$ cat src/rtl/uart_pkg.sv
// Shared UART definitions: parity modes, receiver FSM encoding, baud divider math.
package uart_pkg;

    localparam int PAR_NONE = 0;
    localparam int PAR_ODD  = 1;
    localparam int PAR_EVEN = 2;

    typedef enum logic [2:0] {
        ST_IDLE,
        ST_START,
        ST_DATA,
        ST_PARITY,
        ST_STOP
    } rx_state_e;

    // Clocks per oversample tick, floored, never below one.
    function automatic int tick_div(input int clk_hz, input int baud, input int os);
        int d;
        d = clk_hz / (baud * os);
        return (d < 1) ? 1 : d;
    endfunction

endpackage

$ cat src/rtl/uart_baud_tick.sv
// Free-running divider: one-clk tick_o every TICK_DIV clocks (tick_o stays high when TICK_DIV is 1).
module uart_baud_tick
    import uart_pkg::*;
#(
    parameter int CLOCK_FREQ = 100_000_000,
    parameter int BAUD_RATE  = 115200,
    parameter int OVERSAMPLE = 16
) (
    input  logic clk,
    input  logic rst,
    output logic tick_o
);

    localparam int DIV = tick_div(CLOCK_FREQ, BAUD_RATE, OVERSAMPLE);
    localparam int CW  = (DIV > 1) ? $clog2(DIV) : 1;
    localparam logic [CW-1:0] CNT_LAST = CW'(DIV - 1);

    logic [CW-1:0] cnt_q, cnt_d;

    always_comb begin
        cnt_d = (cnt_q == CNT_LAST) ? '0 : cnt_q + CW'(1);
    end

    always_ff @(posedge clk or posedge rst) begin
        if (rst) cnt_q <= '0;
        else     cnt_q <= cnt_d;
    end

    assign tick_o = (cnt_q == CNT_LAST);

endmodule

$ cat src/rtl/uart_rx_os.sv
// Oversampled UART receiver: mid-bit 3-sample majority vote, configurable framing,
// 1-entry valid/ready holding register with parity/frame/break status and overrun pulse.
module uart_rx_os
    import uart_pkg::*;
#(
    parameter int CLOCK_FREQ = 100_000_000,
    parameter int BAUD_RATE  = 115200,
    parameter int OVERSAMPLE = 16,
    parameter int DATA_BITS  = 8,
    parameter int PARITY     = 0,
    parameter int STOP_BITS  = 1
) (
    input  logic                 clk,
    input  logic                 rst,
    input  logic                 rx,
    output logic [DATA_BITS-1:0] rx_data,
    output logic                 rx_valid,
    input  logic                 rx_ready,
    output logic                 parity_err,
    output logic                 frame_err,
    output logic                 break_det,
    output logic                 overrun_err,
    output logic                 busy
);

    localparam int SW = $clog2(OVERSAMPLE);
    localparam int BW = $clog2(DATA_BITS);
    localparam logic [SW-1:0] S_V0   = SW'(OVERSAMPLE / 2 - 1);
    localparam logic [SW-1:0] S_V1   = SW'(OVERSAMPLE / 2);
    localparam logic [SW-1:0] S_V2   = SW'(OVERSAMPLE / 2 + 1);
    localparam logic [SW-1:0] S_LAST = SW'(OVERSAMPLE - 1);
    localparam logic [BW-1:0] B_LAST = BW'(DATA_BITS - 1);
    localparam logic STOP_LAST = (STOP_BITS == 2);

    logic tick;
    logic rx_m_q, rx_s_q;
    rx_state_e state_q, state_d;
    logic [SW-1:0] s_q, s_d;
    logic [BW-1:0] bit_q, bit_d;
    logic stop_q, stop_d;
    logic [DATA_BITS-1:0] shift_q, shift_d;
    logic v0_q, v0_d, v1_q, v1_d;
    logic par_q, par_d, ferr_q, ferr_d, stop0_q, stop0_d;
    logic armed_q, armed_d, done_q, done_d;
    logic [DATA_BITS-1:0] data_q;
    logic valid_q, perr_q, ferr_out_q, brk_q, ovr_q;
    logic vote, at_vote, wrap, perr_w, brk_w;

    uart_baud_tick #(
        .CLOCK_FREQ(CLOCK_FREQ),
        .BAUD_RATE (BAUD_RATE),
        .OVERSAMPLE(OVERSAMPLE)
    ) u_tick (
        .clk   (clk),
        .rst   (rst),
        .tick_o(tick)
    );

    always_ff @(posedge clk or posedge rst) begin
        if (rst) begin
            rx_m_q <= 1'b1;
            rx_s_q <= 1'b1;
        end else begin
            rx_m_q <= rx;
            rx_s_q <= rx_m_q;
        end
    end

    // The third vote sample is rx_s itself on the tick at S_V2.
    assign vote    = (v0_q & v1_q) | (v0_q & rx_s_q) | (v1_q & rx_s_q);
    assign at_vote = (s_q == S_V2);
    assign wrap    = (s_q == S_LAST);

    always_comb begin
        state_d = state_q;
        s_d     = s_q;
        bit_d   = bit_q;
        stop_d  = stop_q;
        shift_d = shift_q;
        v0_d    = v0_q;
        v1_d    = v1_q;
        par_d   = par_q;
        ferr_d  = ferr_q;
        stop0_d = stop0_q;
        armed_d = armed_q | rx_s_q;
        done_d  = 1'b0;

        if (state_q != ST_IDLE && tick) begin
            s_d = wrap ? '0 : s_q + SW'(1);
            if (s_q == S_V0) v0_d = rx_s_q;
            if (s_q == S_V1) v1_d = rx_s_q;
        end

        case (state_q)
            ST_IDLE: begin
                if (tick && !rx_s_q && armed_q) begin
                    state_d = ST_START;
                    s_d     = '0;
                    bit_d   = '0;
                    stop_d  = 1'b0;
                    par_d   = 1'b0;
                    ferr_d  = 1'b0;
                    stop0_d = 1'b0;
                end
            end
            ST_START: begin
                if (tick && at_vote && vote) begin
                    state_d = ST_IDLE;
                    s_d     = '0;
                end else if (tick && wrap) begin
                    state_d = ST_DATA;
                end
            end
            ST_DATA: begin
                if (tick) begin
                    if (at_vote) shift_d = {vote, shift_q[DATA_BITS-1:1]};
                    if (wrap) begin
                        if (bit_q == B_LAST) begin
                            bit_d   = '0;
                            state_d = (PARITY != PAR_NONE) ? ST_PARITY : ST_STOP;
                        end else begin
                            bit_d = bit_q + BW'(1);
                        end
                    end
                end
            end
            ST_PARITY: begin
                if (tick && at_vote) par_d = vote;
                if (tick && wrap) state_d = ST_STOP;
            end
            ST_STOP: begin
                if (tick && at_vote) begin
                    if (!vote) ferr_d = 1'b1;
                    if (!stop_q) stop0_d = !vote;
                    // Frame ends at the last stop vote; a low line here blocks re-arming.
                    if (stop_q == STOP_LAST) begin
                        state_d = ST_IDLE;
                        s_d     = '0;
                        done_d  = 1'b1;
                        if (!vote) armed_d = 1'b0;
                    end
                end else if (tick && wrap) begin
                    stop_d = 1'b1;
                end
            end
            default: state_d = ST_IDLE;
        endcase
    end

    always_ff @(posedge clk or posedge rst) begin
        if (rst) begin
            state_q <= ST_IDLE;
            s_q     <= '0;
            bit_q   <= '0;
            stop_q  <= 1'b0;
            shift_q <= '0;
            v0_q    <= 1'b0;
            v1_q    <= 1'b0;
            par_q   <= 1'b0;
            ferr_q  <= 1'b0;
            stop0_q <= 1'b0;
            armed_q <= 1'b1;
            done_q  <= 1'b0;
        end else begin
            state_q <= state_d;
            s_q     <= s_d;
            bit_q   <= bit_d;
            stop_q  <= stop_d;
            shift_q <= shift_d;
            v0_q    <= v0_d;
            v1_q    <= v1_d;
            par_q   <= par_d;
            ferr_q  <= ferr_d;
            stop0_q <= stop0_d;
            armed_q <= armed_d;
            done_q  <= done_d;
        end
    end

    assign perr_w = (PARITY == PAR_EVEN) ? (par_q != ^shift_q) :
                    (PARITY == PAR_ODD)  ? (par_q == ^shift_q) : 1'b0;
    assign brk_w  = (shift_q == '0) && !par_q && stop0_q;

    always_ff @(posedge clk or posedge rst) begin
        if (rst) begin
            data_q     <= '0;
            valid_q    <= 1'b0;
            perr_q     <= 1'b0;
            ferr_out_q <= 1'b0;
            brk_q      <= 1'b0;
            ovr_q      <= 1'b0;
        end else begin
            ovr_q <= 1'b0;
            if (done_q) begin
                if (!valid_q || rx_ready) begin
                    data_q     <= shift_q;
                    valid_q    <= 1'b1;
                    perr_q     <= perr_w;
                    ferr_out_q <= ferr_q;
                    brk_q      <= brk_w;
                end else begin
                    ovr_q <= 1'b1;
                end
            end else if (valid_q && rx_ready) begin
                valid_q <= 1'b0;
            end
        end
    end

    assign rx_data     = data_q;
    assign rx_valid    = valid_q;
    assign parity_err  = perr_q;
    assign frame_err   = ferr_out_q;
    assign break_det   = brk_q;
    assign overrun_err = ovr_q;
    assign busy        = (state_q != ST_IDLE);

endmodule

$ cat config.mk
export PLATFORM = sky130hd
export DESIGN_NAME = uart_rx_os
export DESIGN_NICKNAME = d
export VERILOG_FILES = /design/src/rtl/uart_pkg.sv /design/src/rtl/uart_baud_tick.sv /design/src/rtl/uart_rx_os.sv
export SDC_FILE = /design/constraint.sdc
export NUM_CORES = 1
export LEC_CHECK = 0
export CAP_MARGIN = 20
export CORE_MARGIN = 10
export CORE_UTILIZATION = 50
export CTS_CLUSTER_SIZE = 14
export DETAILED_ROUTE_END_ITERATION = 8
export GPL_TIMING_DRIVEN = 0
export PLACE_DENSITY = 0.68
export SYNTH_ARGS = -nofsm -noshare
export SYNTH_HDL_FRONTEND = slang
export SYNTH_SLANG_ARGS = --single-unit
export TNS_END_PERCENT = 10
$ cat constraint.sdc
create_clock -name clk -period 2.62 [get_ports clk]
set_clock_uncertainty 0.1 [all_clocks]
set_input_delay 0.393 -clock clk [delete_from_list [all_inputs] [get_ports clk]]
set_output_delay 0.393 -clock clk [all_outputs]
set_load 0.005 [all_outputs]
==> out/summary.txt <==
n_diodes: 0
Max-cap violations: 0
Initial Util: 51.50%
initial antenna violation count: 0
pwr dens: 491.6 nW/um^2
status: finished clean
R2R setup slack: 480 ps
Required @ worst endpoint: 2130 ps
full die area: 7524 sq um
maximum buffer depth of the clock tree: 2
Seq/Total Area, Yosys: 51.85%
layout cell share with drive strength beyond 1: 19.37%
Post-synth EDFFs: 0
hold path startpoint: rx_m_q$_DFF_PP1_
# nets final: 232
number of remaining DRC errors: 0
Setup crit end kind: output pin
core outline area: 4324 sq um
Leakage: 1.147 nW
Area Overhead vs Synth: 15.06%
hold depth: 0
Hold Fails Final Rpt: 0
worst setup path class: register to output pin
top-area cell type share of the netlist area: 48.31%
met2 usage: 20.34%
WL/cell: 15.46 um
period utilization: 91.47%
slew of the pin with the lowest slew margin: 935.4 ps
Clk pin slew, worst setup/hold paths: 80 ps
Core Util, Final: 59.26%
FP Rows: 24
slowest CP cell: clkdlybuf4s50_1
CTS Buf Count: 5
TritonCTS clock tree: yes
via count: 1560
RSZ-0062 raised after global routing: no
Hold EP: rx_s_q$_DFF_PP1_
met3 Track Usage GR: 3.659%
setup TNS: 0 ps
worst min path class: register to register
I/O Buffers: 16
crit path time final: 2397 ps
GP Congestion: 0.8626
Routed Wire Length: 4235 um
CP max FO: 10
CP Cell Sequence: buf_2 -> nor3_1 -> inv_1 -> clkdlybuf4s50_1
worst path buffer plus inverter count: 3
Tot GR Track Use: 12.32%
synthesized instance count: 198
arrival time at the worst endpoint: 1900 ps
most frequent cells in the layout: dfrtp_1, mux2_2, clkdlybuf4s50_1, nand2_1, nor2_1
flops & latches, synth: 46
Hold Buf Count CTS: 0
filler cell count in the final layout: 361
Yosys warnings: 0
CP max stage delay: 490 ps
postcts setup bufs: 0
Top Family by Delay on Critical Path: buffers and inverters
asr flop ratio synth: 100.0%
number of setup violations in the final report: 0
busiest grt layer: met2
DRT antenna net count: 0
slew margin rel.: 37.55%
largest net degree at the start of global routing: 47
Syn Std Cell Area: 2227 sq um
dominant cell type by area after synthesis: dfrtp_1
Die H: 86.74 um
ys flop type: dfrtp_1
Cell variety after synth: 51
Reg-to-Reg Start: u_tick.cnt_q[1]$_DFF_PP0_
root buffer cell: clkbuf_8
Max VDD drop: 0.0004963 V
worst skew pair latency: 300 ps
first-pass GRT wire length: 7659 um
Max Clock Freq: 0.4173 GHz
total congestion overflow: 0
initial DRC count: 66
post-synthesis area per instance: 11.25 sq um
post-CTS sizing: 0
IO Pins: 18
commonest non-fill, non-tap cell in the layout: dfrtp_1
final max-slew violation count: 0
drt via density: 5.693
width of the die: 86.74 um
Reg2Reg Capture Point: shift_q[0]$_DFFE_PP0P_
worst r2r path cells: 7
Post-DP HPWL: 3083 um
Worst Setup Start Kind: register
Num Clock Sinks: 46
Pre-antenna DRT Iters: 6
top cells by area, synth: dfrtp_1, mux2_2, ha_1, dfstp_2, nand2_1
vias in the first global route: 1649
H-tree lvl count: 2
Synthesized Nets: 209
GR met1 Demand/Resource: 14.54%
[sequential cells by signal, summed over array words and instances (netlist names)]
name and count:
rx_data 8, shift_q 8, u_tick.cnt_q 6, s_q 4, bit_q 3, state_q 3, armed_q 1, break_det 1
done_q 1, ferr_q 1, frame_err 1, overrun_err 1, par_q 1, rx_m_q 1, rx_s_q 1, rx_valid 1
stop0_q 1, stop_q 1, v0_q 1, v1_q 1
[how the worst max path moves through the flow]
stage | from | endpoint | slack (ps) | cells after the start
6_report | state_q[0]$_DFFE_PP0P_ | busy | 220 | 4
5_1_grt | state_q[0]$_DFFE_PP0P_ | busy | 140 | 4
4_1_cts | state_q[0]$_DFFE_PP0P_ | busy | 220 | 4
3_5_place_dp | u_tick.cnt_q[1]$_DFF_PP0_ | shift_q[0]$_DFFE_PP0P_ | 490 | 7
3_3_place_gp | rst | bit_q[1]$_DFFE_PP0P_ | 230 | 2
2_1_floorplan | u_tick.cnt_q[1]$_DFF_PP0_ | bit_q[0]$_DFFE_PP0P_ | 720 | 7
[cells in the mapped netlist, drive strengths merged (3+ instances only)]
cell and number:
nor2 13, mux2 20, buf 8, clkbuf 3
a21oi 4, mux2i 3, dfstp 3, nand3 9
o31ai 3, o21ai 7, inv 10, nand4 4
nor2b 6, nor4 3, ha 7, dfrtp 43
nand2 15
[area by class of cell]
class / count / area [sq um] / share of cell area [%]
well taps: 52 / 65.06 / 2.539
flip-flops and latches: 46 / 1155 / 45.07
clock inverters: 2 / 37.54 / 1.465
inverters: 10 / 37.54 / 1.465
repair buffers: 16 / 160.2 / 6.250
clock buffers: 6 / 72.57 / 2.832
multi-input cells: 131 / 972.2 / 37.94
plain buffers: 11 / 62.56 / 2.441
[power by group]
| part | internal, mW | switching [mW] |
|---|---|---|
| Combinational | 0.00644 | 0.0185 |
| Clock | 0.285 | 0.236 |
| Sequential | 0.712 | 0.00153 |
[through the flow]
stage                     hold slack [ps]  cells  instance area [sq um]  power, mW  worst slack [ps]
after floorplan                     245.2    198                   2227     0.7432             722.8
after global placement              246.8    266                   2452     0.7525             234.7
after detailed placement            251.6    266                   2452     0.7541             490.5
after CTS                           263.1    274                   2562      1.269             219.2
after global routing                267.4    274                   2562      1.301             139.8
final                               260.7    274                   2562      1.260             223.4
[cell families (layout without fill, tap and decap cells)]
kind of cell             count (synthesis)  in the layout  synth area share [%]
AND/OR/NAND/NOR                         68             68                 17.58
flip-flops                              46             46                 51.85
AO/OA/AOI/OAI                           28             28                 8.708
multiplexers                            23             23                 11.63
buffers and inverters                   21             45                 4.494
adder cells (fa/ha/maj)                  8              8                 4.382
XOR/XNOR                                 3              3                 1.180
other                                    1              1                0.1684
[per-layer routing]
metal	vias up	share of wire [%]
li1	739	-
met3	6	5.9
met5	-	0
met2	42	50
met1	773	42
met4	0	1.6
Note: power is estimated with default switching activity, not from simulation.
